--- src/rtl/ux607_mrom_ctrl.sv ---
// Dual-port read-only front end for ux607_mrom; round-robin arbitration when UX607_MROM_CTRL_RR_EN is defined, else port 0 wins.
// Latency: command handshake to rsp_valid in exactly 1 cycle; one response buffered for the granted port.
// Backpressure: while the owner holds rsp_ready low, no command is accepted on either port.
module ux607_mrom_ctrl #(
  parameter int AW = 12,
  parameter int DW = 32
) (
  input  logic          clk,
  input  logic          rst,

  input  logic          i0_cmd_valid,
  output logic          i0_cmd_ready,
  input  logic [AW-1:0] i0_cmd_addr,
  input  logic          i0_cmd_read,
  output logic          i0_rsp_valid,
  input  logic          i0_rsp_ready,
  output logic [DW-1:0] i0_rsp_rdata,
  output logic          i0_rsp_err,

  input  logic          i1_cmd_valid,
  output logic          i1_cmd_ready,
  input  logic [AW-1:0] i1_cmd_addr,
  input  logic          i1_cmd_read,
  output logic          i1_rsp_valid,
  input  logic          i1_rsp_ready,
  output logic [DW-1:0] i1_rsp_rdata,
  output logic          i1_rsp_err,

  output logic [AW-3:0] rom_addr,
  input  logic [DW-1:0] rom_dout
);

  typedef enum logic {
    IDLE = 1'b0,
    RSP  = 1'b1
  } state_t;

  typedef struct packed {
    logic          err;
    logic [DW-1:0] rdata;
  } rsp_t;

  state_t        state_q;
  state_t        state_d;
  logic          owner_q;
  rsp_t          rsp_q;
  rsp_t          rsp_d;

  logic          owner_rdy;
  logic          accept_ok;
  logic          prio0;
  logic          grant0;
  logic          grant1;
  logic          grant_any;
  logic [AW-1:0] sel_addr;
  logic          sel_read;

`ifdef UX607_MROM_CTRL_RR_EN
  // Pointer flips to the other port after every grant so it wins the next tie.
  logic rr_ptr_q;

  always_ff @(posedge clk) begin
    if (rst) begin
      rr_ptr_q <= 1'b0;
    end else if (grant0) begin
      rr_ptr_q <= 1'b1;
    end else if (grant1) begin
      rr_ptr_q <= 1'b0;
    end
  end

  assign prio0 = ~rr_ptr_q;
`else
  assign prio0 = 1'b1;
`endif

  assign owner_rdy = owner_q ? i1_rsp_ready : i0_rsp_ready;
  assign grant_any = grant0 | grant1;

  always_ff @(posedge clk) begin
    if (rst) begin
      state_q <= IDLE;
    end else begin
      state_q <= state_d;
    end
  end

  always_comb begin
    state_d   = state_q;
    accept_ok = 1'b0;
    case (state_q)
      IDLE: accept_ok = 1'b1;
      RSP:  accept_ok = owner_rdy;
      default: accept_ok = 1'b0;
    endcase

    // Grants look only at the requesters' valids, never at our own ready outputs.
    grant0 = accept_ok & i0_cmd_valid & (prio0 | ~i1_cmd_valid);
    grant1 = accept_ok & i1_cmd_valid & (~prio0 | ~i0_cmd_valid);

    case (state_q)
      IDLE: if (grant0 | grant1) state_d = RSP;
      RSP:  if (owner_rdy && !(grant0 | grant1)) state_d = IDLE;
      default: state_d = IDLE;
    endcase
  end

  assign sel_addr  = grant1 ? i1_cmd_addr : i0_cmd_addr;
  assign sel_read  = grant1 ? i1_cmd_read : i0_cmd_read;
  assign rom_addr  = sel_addr[AW-1:2];

  // Writes and misaligned reads are answered with an error and zero data.
  always_comb begin
    rsp_d.err   = ~sel_read | (sel_addr[1:0] != 2'b00);
    rsp_d.rdata = rsp_d.err ? '0 : rom_dout;
  end

  always_ff @(posedge clk) begin
    if (rst) begin
      rsp_q   <= '0;
      owner_q <= 1'b0;
    end else if (grant_any) begin
      rsp_q   <= rsp_d;
      owner_q <= grant1;
    end
  end

  assign i0_cmd_ready = grant0;
  assign i1_cmd_ready = grant1;

  assign i0_rsp_valid = (state_q == RSP) & ~owner_q;
  assign i1_rsp_valid = (state_q == RSP) &  owner_q;

  assign i0_rsp_rdata = owner_q ? '0 : rsp_q.rdata;
  assign i0_rsp_err   = ~owner_q & rsp_q.err;
  assign i1_rsp_rdata = owner_q ? rsp_q.rdata : '0;
  assign i1_rsp_err   = owner_q & rsp_q.err;

endmodule

--- config.mk ---
export PLATFORM = sky130hd
export DESIGN_NAME = ux607_mrom_ctrl
export DESIGN_NICKNAME = d
export VERILOG_FILES = /design/src/rtl/ux607_mrom_ctrl.sv
export SDC_FILE = /design/constraint.sdc
export NUM_CORES = 1
export LEC_CHECK = 0
export ABC_AREA = 0
export BUFFER_PORTS_ARGS = -buffer_cell sky130_fd_sc_hd__buf_2
export CAP_MARGIN = 20
export CORE_MARGIN = 8
export CORE_UTILIZATION = 40
export DETAILED_ROUTE_END_ITERATION = 10
export PLACE_DENSITY = 0.8
export SLEW_MARGIN = 20
export SYNTH_ARGS = -nofsm -noshare
export SYNTH_HDL_FRONTEND = slang
export SYNTH_SLANG_ARGS = --single-unit
export TNS_END_PERCENT = 10
--- constraint.sdc ---
create_clock -name clk -period 2 [get_ports clk]
set_input_delay 0.2 -clock clk [delete_from_list [all_inputs] [get_ports clk]]
set_output_delay 0.2 -clock clk [all_outputs]
set_load 0.02 [all_outputs]
==> flow_summary.ini, run 1 <==
[floorplanning]
die_h_um = 84.7
initial_core_util_pct = 40.8
fp.dieW_um = 84.7
boundaryPins = 144
placement_rows = 25
coreArea_um2 = 4630
die-area_um2 = 7180

[cells_and_area]
fillers = 427
num_antenna_cells = 0
layout-drive-gt1-share_pct = 47.4
stdcell_area_um2 = 2700
final-seq-area_um2 = 702
multiInputGateArea_um2 = 1100
area_delta_synth_final_pct = 42.9
finalNetCount = 413

[place]
port_buffers = 143
place_hpwl_um = 4680
gp_congestion = 0.824
placed_cell_area_um2 = 2610

[setup_path]
worstPathRequired_ns = 1.80
crit_path_start_kind = flop
critPathMaxFanout = 11
timing_worst_setup_path_type = reg2out
worst_setup_path_end_kind = primary output
cell_by_cell_listing_of_the_critical_path = mux2i_4, a21oi_1, buf_4, mux2_2, buf_2
worstPathArrival_ns = 1.69
critical_path.max_stage_delay_ns = 0.35
cpMaxStageDelayCell = sky130_fd_sc_hd__mux2_2

[drt]
antenna_violating_nets_post_route = 0
remaining_drc_errors = 0
drt_pre_antenna_iters = 4
routed_wirelength_um = 5820
drt-wirelength-per-cell_um = 14.4
via_per_inst = 4.58
via_count = 1852
first_iter_violations = 56

[logic_synthesis]
synth.cell_area_um2 = 1890
netlist_instances = 209
cells_taking_the_most_area_after_synthesis = sky130_fd_sc_hd__dfxtp_1 37%, sky130_fd_sc_hd__mux2i_1 17%, sky130_fd_sc_hd__and2_1 11%, sky130_fd_sc_hd__nor2b_1 11%, sky130_fd_sc_hd__nor2_1 6.6%
synthesis.nets = 273
ys_seq_area_share_pct = 37.1
netlist-cell-type-count = 20
ys_seq_elements = 35
post_syn_area_per_cell_um2 = 9.04
synth.top_cell.area_share_pct = 37.1
yosys.area.top_type = sky130_fd_sc_hd__dfxtp_1
yosysWarningCount = 0

[power]
fin_total_pwr_mw = 1.69
power.density_nw_per_um2 = 626
irDropWorstVdd_mv = 0.484
total_leakage_power_nw = 1.57

[clock_network]
numClockSinks = 35
clock_tree.root_cell = sky130_fd_sc_hd__clkbuf_8
ctsHtreeMaxLevel = 2
postCtsHoldBufs = 0
cts_made_buffers = 5
clock_latency_on_the_worst_skew_pair_ns = 0.28
tritoncts = built
cts_max_path_buffers = 2
clk_pin_slew_ns = 0.06

[timing]
timing_worst_slew_pin_value_ns = 0.989
finalCritPeriodShare_pct = 94.7
timing.max_slew.rel_slack_pct = 34.1
max_freq_mhz = 528
finalMaxSlewViolations = 0
rsz0062_at_grt = no
final_hold_viol_count = 0
setup_viol_count_final = 0
fin_crit_ns = 1.89
final.setup.tns_ns = 0
finClkSkew_ns = 0.00537

[global_route]
grt-ovfl-total = 0
first_pass_grt_wire_length_um = 8640
grt_antenna_before_repair = 0
grt_start_max_net_pins = 70
first_global_vias = 1712
grtUsageTotal_pct = 14.9

[status]
run_status = completed

[run]
max_cap_viol_count = 0

[worst_hold_path]
holdCritPathClass = in2reg
## path summary, 6_finish.rpt
check	start	endpoint	slack [ns]	cells past startpoint
min	rst	state_q	0.14	2
max	owner_q	rom_addr[3]	0.11	5
max reg2reg	owner_q	rsp_q[30]	0.23	4
min reg2reg	rsp_q[32]	rsp_q[32]	0.48	2
## critical path: cells and delay by family (launching register included)
| family | cells | cell delay, ns |
|---|---|---|
| flops | 1 | 0.34 |
| buf+inv | 2 | 0.37 |
| compound gates | 1 | 0.15 |
| mux | 2 | 0.56 |
## layout by cell type (no fill, tap or decap)
cell type                    n
sky130_fd_sc_hd__mux2i_1    32
sky130_fd_sc_hd__dfxtp_2     1
sky130_fd_sc_hd__dfxtp_1    34
sky130_fd_sc_hd__nor2_1     33
sky130_fd_sc_hd__inv_1       1
sky130_fd_sc_hd__nor3_1      1
sky130_fd_sc_hd__nand2b_1    2
sky130_fd_sc_hd__clkbuf_8    5
sky130_fd_sc_hd__mux2i_4     1
sky130_fd_sc_hd__nor3b_1     2
sky130_fd_sc_hd__a21oi_4     1
sky130_fd_sc_hd__o22ai_1     1
sky130_fd_sc_hd__a21oi_1     5
sky130_fd_sc_hd__clkbuf_1    2
sky130_fd_sc_hd__clkinv_2    1
sky130_fd_sc_hd__nor2b_1    34
sky130_fd_sc_hd__buf_4       4
sky130_fd_sc_hd__and2_1     34
sky130_fd_sc_hd__mux2_2     10
sky130_fd_sc_hd__nand2_1     2
sky130_fd_sc_hd__a21o_1      1
sky130_fd_sc_hd__buf_2     143
## cells by family (layout without fill, tap and decap cells)
logic type / count (synthesis) / in the layout / share of synthesized area [%]
mux: 43 / 43 / 23.6
buf+inv: 15 / 156 / 5.17
compound gates: 8 / 8 / 2.91
simple gates: 108 / 108 / 31.2
flops: 35 / 35 / 37.1
## report_power, final
group          total, mW  internal [mW]  leakage [nW]  switching, mW
logic              0.446          0.197          1.24          0.249
clock network      0.476          0.244        0.0422          0.232
registers          0.767          0.739         0.287         0.0285
## cell usage after synthesis
| master | n |
|---|---|
| sky130_fd_sc_hd__dfxtp_1 | 35 |
| sky130_fd_sc_hd__and2_1 | 34 |
| sky130_fd_sc_hd__nor2b_1 | 34 |
| sky130_fd_sc_hd__nor2_1 | 33 |
| sky130_fd_sc_hd__mux2i_1 | 32 |
| sky130_fd_sc_hd__mux2_2 | 10 |
| sky130_fd_sc_hd__clkbuf_1 | 7 |
| sky130_fd_sc_hd__a21oi_1 | 5 |
| sky130_fd_sc_hd__buf_2 | 3 |
| sky130_fd_sc_hd__buf_8 | 3 |
| sky130_fd_sc_hd__nand2_1 | 2 |
| sky130_fd_sc_hd__nand2b_1 | 2 |
| sky130_fd_sc_hd__nor3b_1 | 2 |
| sky130_fd_sc_hd__a21o_1 | 1 |
| sky130_fd_sc_hd__a21oi_4 | 1 |
| sky130_fd_sc_hd__buf_4 | 1 |
| sky130_fd_sc_hd__inv_1 | 1 |
| sky130_fd_sc_hd__mux2i_2 | 1 |
| sky130_fd_sc_hd__nor3_1 | 1 |
| sky130_fd_sc_hd__o22ai_1 | 1 |
## metal layers
| metal | up-vias | GRT usage, % | part of all wire [%] |
|---|---|---|---|
| met5 | - | 0 | 0 |
| met4 | 0 | 4.37 | 0.67 |
| met3 | 4 | 8.29 | 11 |
| met2 | 92 | 26.4 | 50 |
| met1 | 804 | 14.4 | 38 |
| li1 | 952 | - | - |
## flip-flops by register name, summed over array words and instances, names as in the netlist
signal,flops
owner_q,1
state_q,1
rsp_q,33
## metrics by stage
stage / util [%] / setup WS (ns) / hold slack, ns / instances
after CTS: 58.1 / 0.0725 / 0.130 / 404
after global placement: 56.4 / 0.312 / 0.413 / 396
after global routing: 58.3 / 0.0335 / 0.134 / 404
after detailed placement: 56.4 / 0.205 / 0.426 / 396
final: 58.3 / 0.106 / 0.138 / 404
after floorplan: - / 0.380 / 0.269 / 209
## layout make-up
| class | count | area share (%) |
|---|---|---|
| multi-input cells | 159 | 40.7 |
| repair buffers | 147 | 27.6 |
| flip-flops and latches | 35 | 26.0 |
| clock buffers | 7 | 2.83 |
| well taps | 54 | 2.50 |
| clock inverters | 1 | 0.185 |
| inverters | 1 | 0.139 |
## timing repair
item,in CTS,in global routing
setup buffers,0,0
gates resized for setup,0,1
endpoints found under the setup margin,0,3
(Power assumes the default switching activity.)
==> inputs of run 2 (changes only) <==
--- a/config.mk
+++ b/config.mk
@@ -8,7 +8,7 @@
 export ABC_AREA = 0
 export BUFFER_PORTS_ARGS = -buffer_cell sky130_fd_sc_hd__buf_2
 export CAP_MARGIN = 20
-export CORE_MARGIN = 8
+export CORE_MARGIN = 2
 export CORE_UTILIZATION = 40
 export DETAILED_ROUTE_END_ITERATION = 10
 export PLACE_DENSITY = 0.8
@@ -16,4 +16,3 @@
 export SYNTH_ARGS = -nofsm -noshare
 export SYNTH_HDL_FRONTEND = slang
 export SYNTH_SLANG_ARGS = --single-unit
-export TNS_END_PERCENT = 10
==> run 2 against run 1 <==
Effect of this change:
- clock power up 56%
- design area up 1.9%
- largest power group unchanged
- die area down 26%
- largest cell class unchanged
==> flow_summary.ini, run 2 (synthesis gave the netlist of run 1 again) <==
[timing]
fin_crit_ns = 1.90
finalCritPeriodShare_pct = 95.2
timing_worst_slew_pin_value_ns = 0.982
rsz0062_at_grt = no
max_freq_mhz = 525
timing.max_slew.rel_slack_pct = 34.5
final.setup.tns_ns = 0
setup_viol_count_final = 0
final_hold_viol_count = 0
finalMaxSlewViolations = 0
finClkSkew_ns = 0.00581

[setup_path]
rr_endpoint = rsp_q[12]
r2r-start = owner_q
regToRegSetupSlack_ns = 0.25
worstPathArrival_ns = 1.70
timing_worst_setup_path_type = reg2out
worst_setup_path_end_kind = primary output
timing.reg2reg.worst_path_depth = 4
crit_path_start_kind = flop
worstPathRequired_ns = 1.80
critPathMaxFanout = 11

[cells_and_area]
finalNetCount = 413
commonest_non_fill_non_tap_cells_in_the_layout = 143 x sky130_fd_sc_hd__buf_2, 34 x sky130_fd_sc_hd__and2_1, 34 x sky130_fd_sc_hd__nor2b_1, 34 x sky130_fd_sc_hd__dfxtp_1, 33 x sky130_fd_sc_hd__nor2_1
registers.top_by_ff_count = rsp_q
final_core_utilization_pct = 59.4
fillers = 428
most_common_cell_after_layout_fill_and_taps_aside = sky130_fd_sc_hd__buf_2
layout-drive-gt1-share_pct = 47.7
largest_register_ff_count = 33
area_delta_synth_final_pct = 45.6
finalNonFillerCells = 404
biggestRegsByFlops = rsp_q x33, owner_q x1, state_q x1
num_antenna_cells = 0

[worst_hold_path]
holdPathEnd = state_q
timing.hold.worst.start = rst
min_path_cells = 2
holdCritPathClass = in2reg

[clock_network]
clk_pin_slew_ns = 0.07
post_cts.repair.setup_buffers = 0
numClockSinks = 35
clock_tree.root_cell = sky130_fd_sc_hd__clkbuf_8
cts_max_path_buffers = 2
ctsHtreeMaxLevel = 2
tritoncts = built
clock_latency_on_the_worst_skew_pair_ns = 0.28
cts_made_buffers = 5
postCtsHoldBufs = 0

[global_route]
first_pass_grt_wire_length_um = 7020
grt_antenna_before_repair = 0
first_global_vias = 1553
grtUsageTotal_pct = 17.2
grt-ovfl-total = 0
grt_start_max_net_pins = 70

[drt]
antenna_violating_nets_post_route = 0
remaining_drc_errors = 0
via_count = 1844
drt-wirelength-per-cell_um = 11.8
via_per_inst = 4.56
first_iter_violations = 50
drt_pre_antenna_iters = 4
routed_wirelength_um = 4770

[floorplanning]
die_h_um = 72.7
boundaryPins = 144
die-area_um2 = 5290
coreArea_um2 = 4630
initial_core_util_pct = 40.8
placement_rows = 25
fp.dieW_um = 72.7

[place]
port_buffers = 143
place_hpwl_um = 3670
place_inst = 396
gp_congestion = 0.668

[status]
run_status = completed

[power]
power.density_nw_per_um2 = 708
total_leakage_power_nw = 1.59
irDropWorstVdd_mv = 0.512
fin_total_pwr_mw = 1.95

[run]
max_cap_viol_count = 0
## run 2: cell types whose count changed in the layout (fill, tap and decap cells not counted), sizes merged
cell,previous run,this run
clkinv,1,0
clkbuf,7,6
bufinv,0,2
## run 2: layer usage
layer | share of wire [%] | GRT usage [%] | up-vias
met5 | 0 | 0 | -
met3 | 9.0 | 5.94 | 9
met4 | 1.3 | 5.97 | 0
met1 | 40 | 18.8 | 797
met2 | 50 | 30.7 | 89
li1 | - | - | 949
## run 2: final cells by class
type	instances	area [um^2]	area share [%]
clock buffers	6	72.6	2.64
clock inverters	2	60.1	2.18
repair buffers	147	746	27.1
inverters	1	3.75	0.136
multi-input cells	159	1100	40.0
well taps	54	67.6	2.46
flip-flops and latches	35	702	25.5
## run 2: how the worst max path moves through the flow
stage / startpoint / endpoint / slack [ns] / cells after the start
2_1_floorplan: owner_q / rom_addr[0] / 0.38 / 4
3_3_place_gp: i0_cmd_read / rsp_q[12] / 0.31 / 5
3_5_place_dp: owner_q / rsp_q[28] / 0.20 / 4
4_1_cts: owner_q / rom_addr[9] / 0.04 / 5
5_1_grt: owner_q / rom_addr[9] / 0.002 / 5
6_report: owner_q / rom_addr[9] / 0.1 / 5
## run 2: where the power goes
group / total (mW) / internal, mW / switching, mW
Sequential: 0.767 / 0.738 / 0.0283
Combinational: 0.441 / 0.197 / 0.244
Clock: 0.741 / 0.498 / 0.243
Total: 1.95 / 1.43 / 0.515
## run 2: metrics by stage
step                      instance area, um^2  hold slack [ns]  setup slack, ns
after CTS                                2740            0.108           0.0368
after global placement                   2610            0.411            0.306
after global routing                     2750            0.113          0.00225
final                                    2750            0.121           0.0960
after floorplan                          1890            0.269            0.380
after detailed placement                 2610            0.413            0.202
## run 2: repair_timing
action	4_1_cts	5_1_grt
endpoints found under the hold margin	0	0
resized for setup	0	1
endpoints found under the setup margin	0	10
## run 2: worst max-delay path, cell delays in order, from the launching register on
cell and delay [ns]:
sky130_fd_sc_hd__dfxtp_2 0.34, sky130_fd_sc_hd__mux2i_4 0.20, sky130_fd_sc_hd__a21oi_1 0.15, sky130_fd_sc_hd__buf_4 0.20
sky130_fd_sc_hd__mux2_2 0.36, sky130_fd_sc_hd__buf_2 0.16
==> inputs of run 3 (changes only) <==
--- a/config.mk
+++ b/config.mk
@@ -11,7 +11,7 @@
 export CORE_MARGIN = 2
 export CORE_UTILIZATION = 40
 export DETAILED_ROUTE_END_ITERATION = 10
-export PLACE_DENSITY = 0.8
+export PLACE_DENSITY_LB_ADDON = 0.08
 export SLEW_MARGIN = 20
 export SYNTH_ARGS = -nofsm -noshare
 export SYNTH_HDL_FRONTEND = slang
==> run 3 against run 2 <==
Effect of this change:
- maximum frequency increased by 1.3%
- via count fell by 2.4%
- critical path depth is the same
- total power shrank 4.8%
- clock skew rose by 0.0034 ns
- final cell count down 0.25%
- die area is the same
- clock-buffer cell count is the same
- global-route usage decreased by 0.67 points
- combinational power about the same
- critical path type unchanged
- largest power group unchanged
==> flow_summary.ini, run 3 (synthesis gave the netlist of run 1 again) <==
[cells_and_area]
finalNonFillerCells = 403
area_delta_synth_final_pct = 45.1
fillers = 434
biggestRegsByFlops = rsp_q x33, owner_q x1, state_q x1
layout-drive-gt1-share_pct = 47.9
final_core_utilization_pct = 59.2
num_antenna_cells = 0
registers.top_by_ff_count = rsp_q
largest_register_ff_count = 33
most_common_cell_after_layout_fill_and_taps_aside = sky130_fd_sc_hd__buf_2
finalNetCount = 412
commonest_non_fill_non_tap_cells_in_the_layout = 143 x sky130_fd_sc_hd__buf_2, 34 x sky130_fd_sc_hd__and2_1, 34 x sky130_fd_sc_hd__nor2b_1, 34 x sky130_fd_sc_hd__dfxtp_1, 33 x sky130_fd_sc_hd__nor2_1

[place]
place_inst = 395
gp_congestion = 0.710
port_buffers = 143

[setup_path]
regToRegSetupSlack_ns = 0.27
timing.reg2reg.worst_path_depth = 4
timing_worst_setup_path_type = reg2out
rr_endpoint = rsp_q[30]
critPathMaxFanout = 11
r2r-start = owner_q
worstPathArrival_ns = 1.68
worstPathRequired_ns = 1.80
crit_path_start_kind = flop
worst_setup_path_end_kind = primary output

[clock_network]
clock_latency_on_the_worst_skew_pair_ns = 0.28
cts_max_path_buffers = 2
postCtsHoldBufs = 0
ctsHtreeMaxLevel = 2
tritoncts = built
clock_tree.root_cell = sky130_fd_sc_hd__clkbuf_8
cts_made_buffers = 5
clk_pin_slew_ns = 0.06
numClockSinks = 35

[floorplanning]
die_h_um = 72.7
fp.dieW_um = 72.7
boundaryPins = 144
initial_core_util_pct = 40.8
die-area_um2 = 5290
placement_rows = 25
coreArea_um2 = 4630

[global_route]
first_global_vias = 1468
first_pass_grt_wire_length_um = 6760
grt_start_max_net_pins = 70
grt-ovfl-total = 0
grtUsageTotal_pct = 16.5
grt_antenna_before_repair = 0

[drt]
remaining_drc_errors = 0
via_count = 1799
first_iter_violations = 30
drt_pre_antenna_iters = 4
routed_wirelength_um = 4700
antenna_violating_nets_post_route = 0
via_per_inst = 4.46
drt-wirelength-per-cell_um = 11.7

[timing]
finalMaxSlewViolations = 0
finClkSkew_ns = 0.00924
setup_viol_count_final = 0
timing.max_slew.rel_slack_pct = 33.9
finalCritPeriodShare_pct = 94.0
final.setup.tns_ns = 0
max_freq_mhz = 532
rsz0062_at_grt = no
timing_worst_slew_pin_value_ns = 0.992
final_hold_viol_count = 0
fin_crit_ns = 1.88

[run]
max_cap_viol_count = 0

[worst_hold_path]
holdPathEnd = state_q
timing.hold.worst.start = rst
min_path_cells = 2
holdCritPathClass = in2reg

[power]
irDropWorstVdd_mv = 0.407
total_leakage_power_nw = 1.59
power.density_nw_per_um2 = 677

[status]
run_status = completed
## run 3: cell types whose count changed in the layout (fill, tap and decap cells not counted)
cell,before,now
sky130_fd_sc_hd__bufinv_16,2,1
sky130_fd_sc_hd__clkbuf_8,5,6
sky130_fd_sc_hd__buf_12,0,1
sky130_fd_sc_hd__clkinv_2,0,1
sky130_fd_sc_hd__clkbuf_1,1,0
sky130_fd_sc_hd__buf_4,4,2
## run 3: how the worst max path moves through the flow
| stage | start | endpoint | slack [ns] | cells past startpoint |
|---|---|---|---|---|
| global route | owner_q | rom_addr[8] | 0.02 | 5 |
| floorplan | owner_q | rom_addr[0] | 0.38 | 4 |
| finish | owner_q | rom_addr[8] | 0.12 | 5 |
| global placement | owner_q | rsp_q[12] | 0.27 | 4 |
| CTS | owner_q | rom_addr[8] | 0.07 | 5 |
| detailed placement | owner_q | rsp_q[19] | 0.27 | 4 |
## run 3: per-stage QoR
stage	area, um^2	hold slack, ns	power, mW	worst slack [ns]
floorplan	1890	0.269	1.08	0.380
global placement	2620	0.419	1.22	0.273
detailed placement	2620	0.418	1.22	0.267
CTS	2730	0.117	1.87	0.0709
global route	2740	0.131	1.94	0.0161
finish	2740	0.125	1.86	0.120
## run 3: power breakdown
part	internal, mW	switching (mW)
Clock	0.403	0.247
Sequential	0.738	0.0291
Combinational	0.199	0.239
Total	1.34	0.515
## run 3: per-layer routing
layer / GRT usage [%] / wire length (um) / vias to the layer above
met5: 0 / 0 / -
met4: 4.94 / 19 / 0
met3: 5.25 / 437 / 2
met2: 28.9 / 2220 / 84
met1: 19.2 / 2020 / 763
li1: - / - / 950
## run 3: timing repair
action / CTS / global route
gates resized for setup: 0 / 1
setup buffers: 0 / 0
endpoints found under the setup margin: 0 / 3
## run 3: layout make-up
| type | instances | area, um^2 | area share, % |
|---|---|---|---|
| inverter | 1 | 3.75 | 0.137 |
| tap | 54 | 67.6 | 2.46 |
| clock inverter | 2 | 35.0 | 1.28 |
| sequential | 35 | 702 | 25.6 |
| multi-input combinational | 159 | 1100 | 40.1 |
| clock buffer | 6 | 82.6 | 3.01 |
| timing repair buffer | 146 | 751 | 27.4 |
## run 3: worst max-delay path: stages, from the launching register on
cell and delay (ns):
sky130_fd_sc_hd__dfxtp_2 0.34, sky130_fd_sc_hd__mux2i_4 0.20, sky130_fd_sc_hd__a21oi_1 0.16, sky130_fd_sc_hd__buf_4 0.20, sky130_fd_sc_hd__mux2_2 0.35, sky130_fd_sc_hd__buf_2 0.16
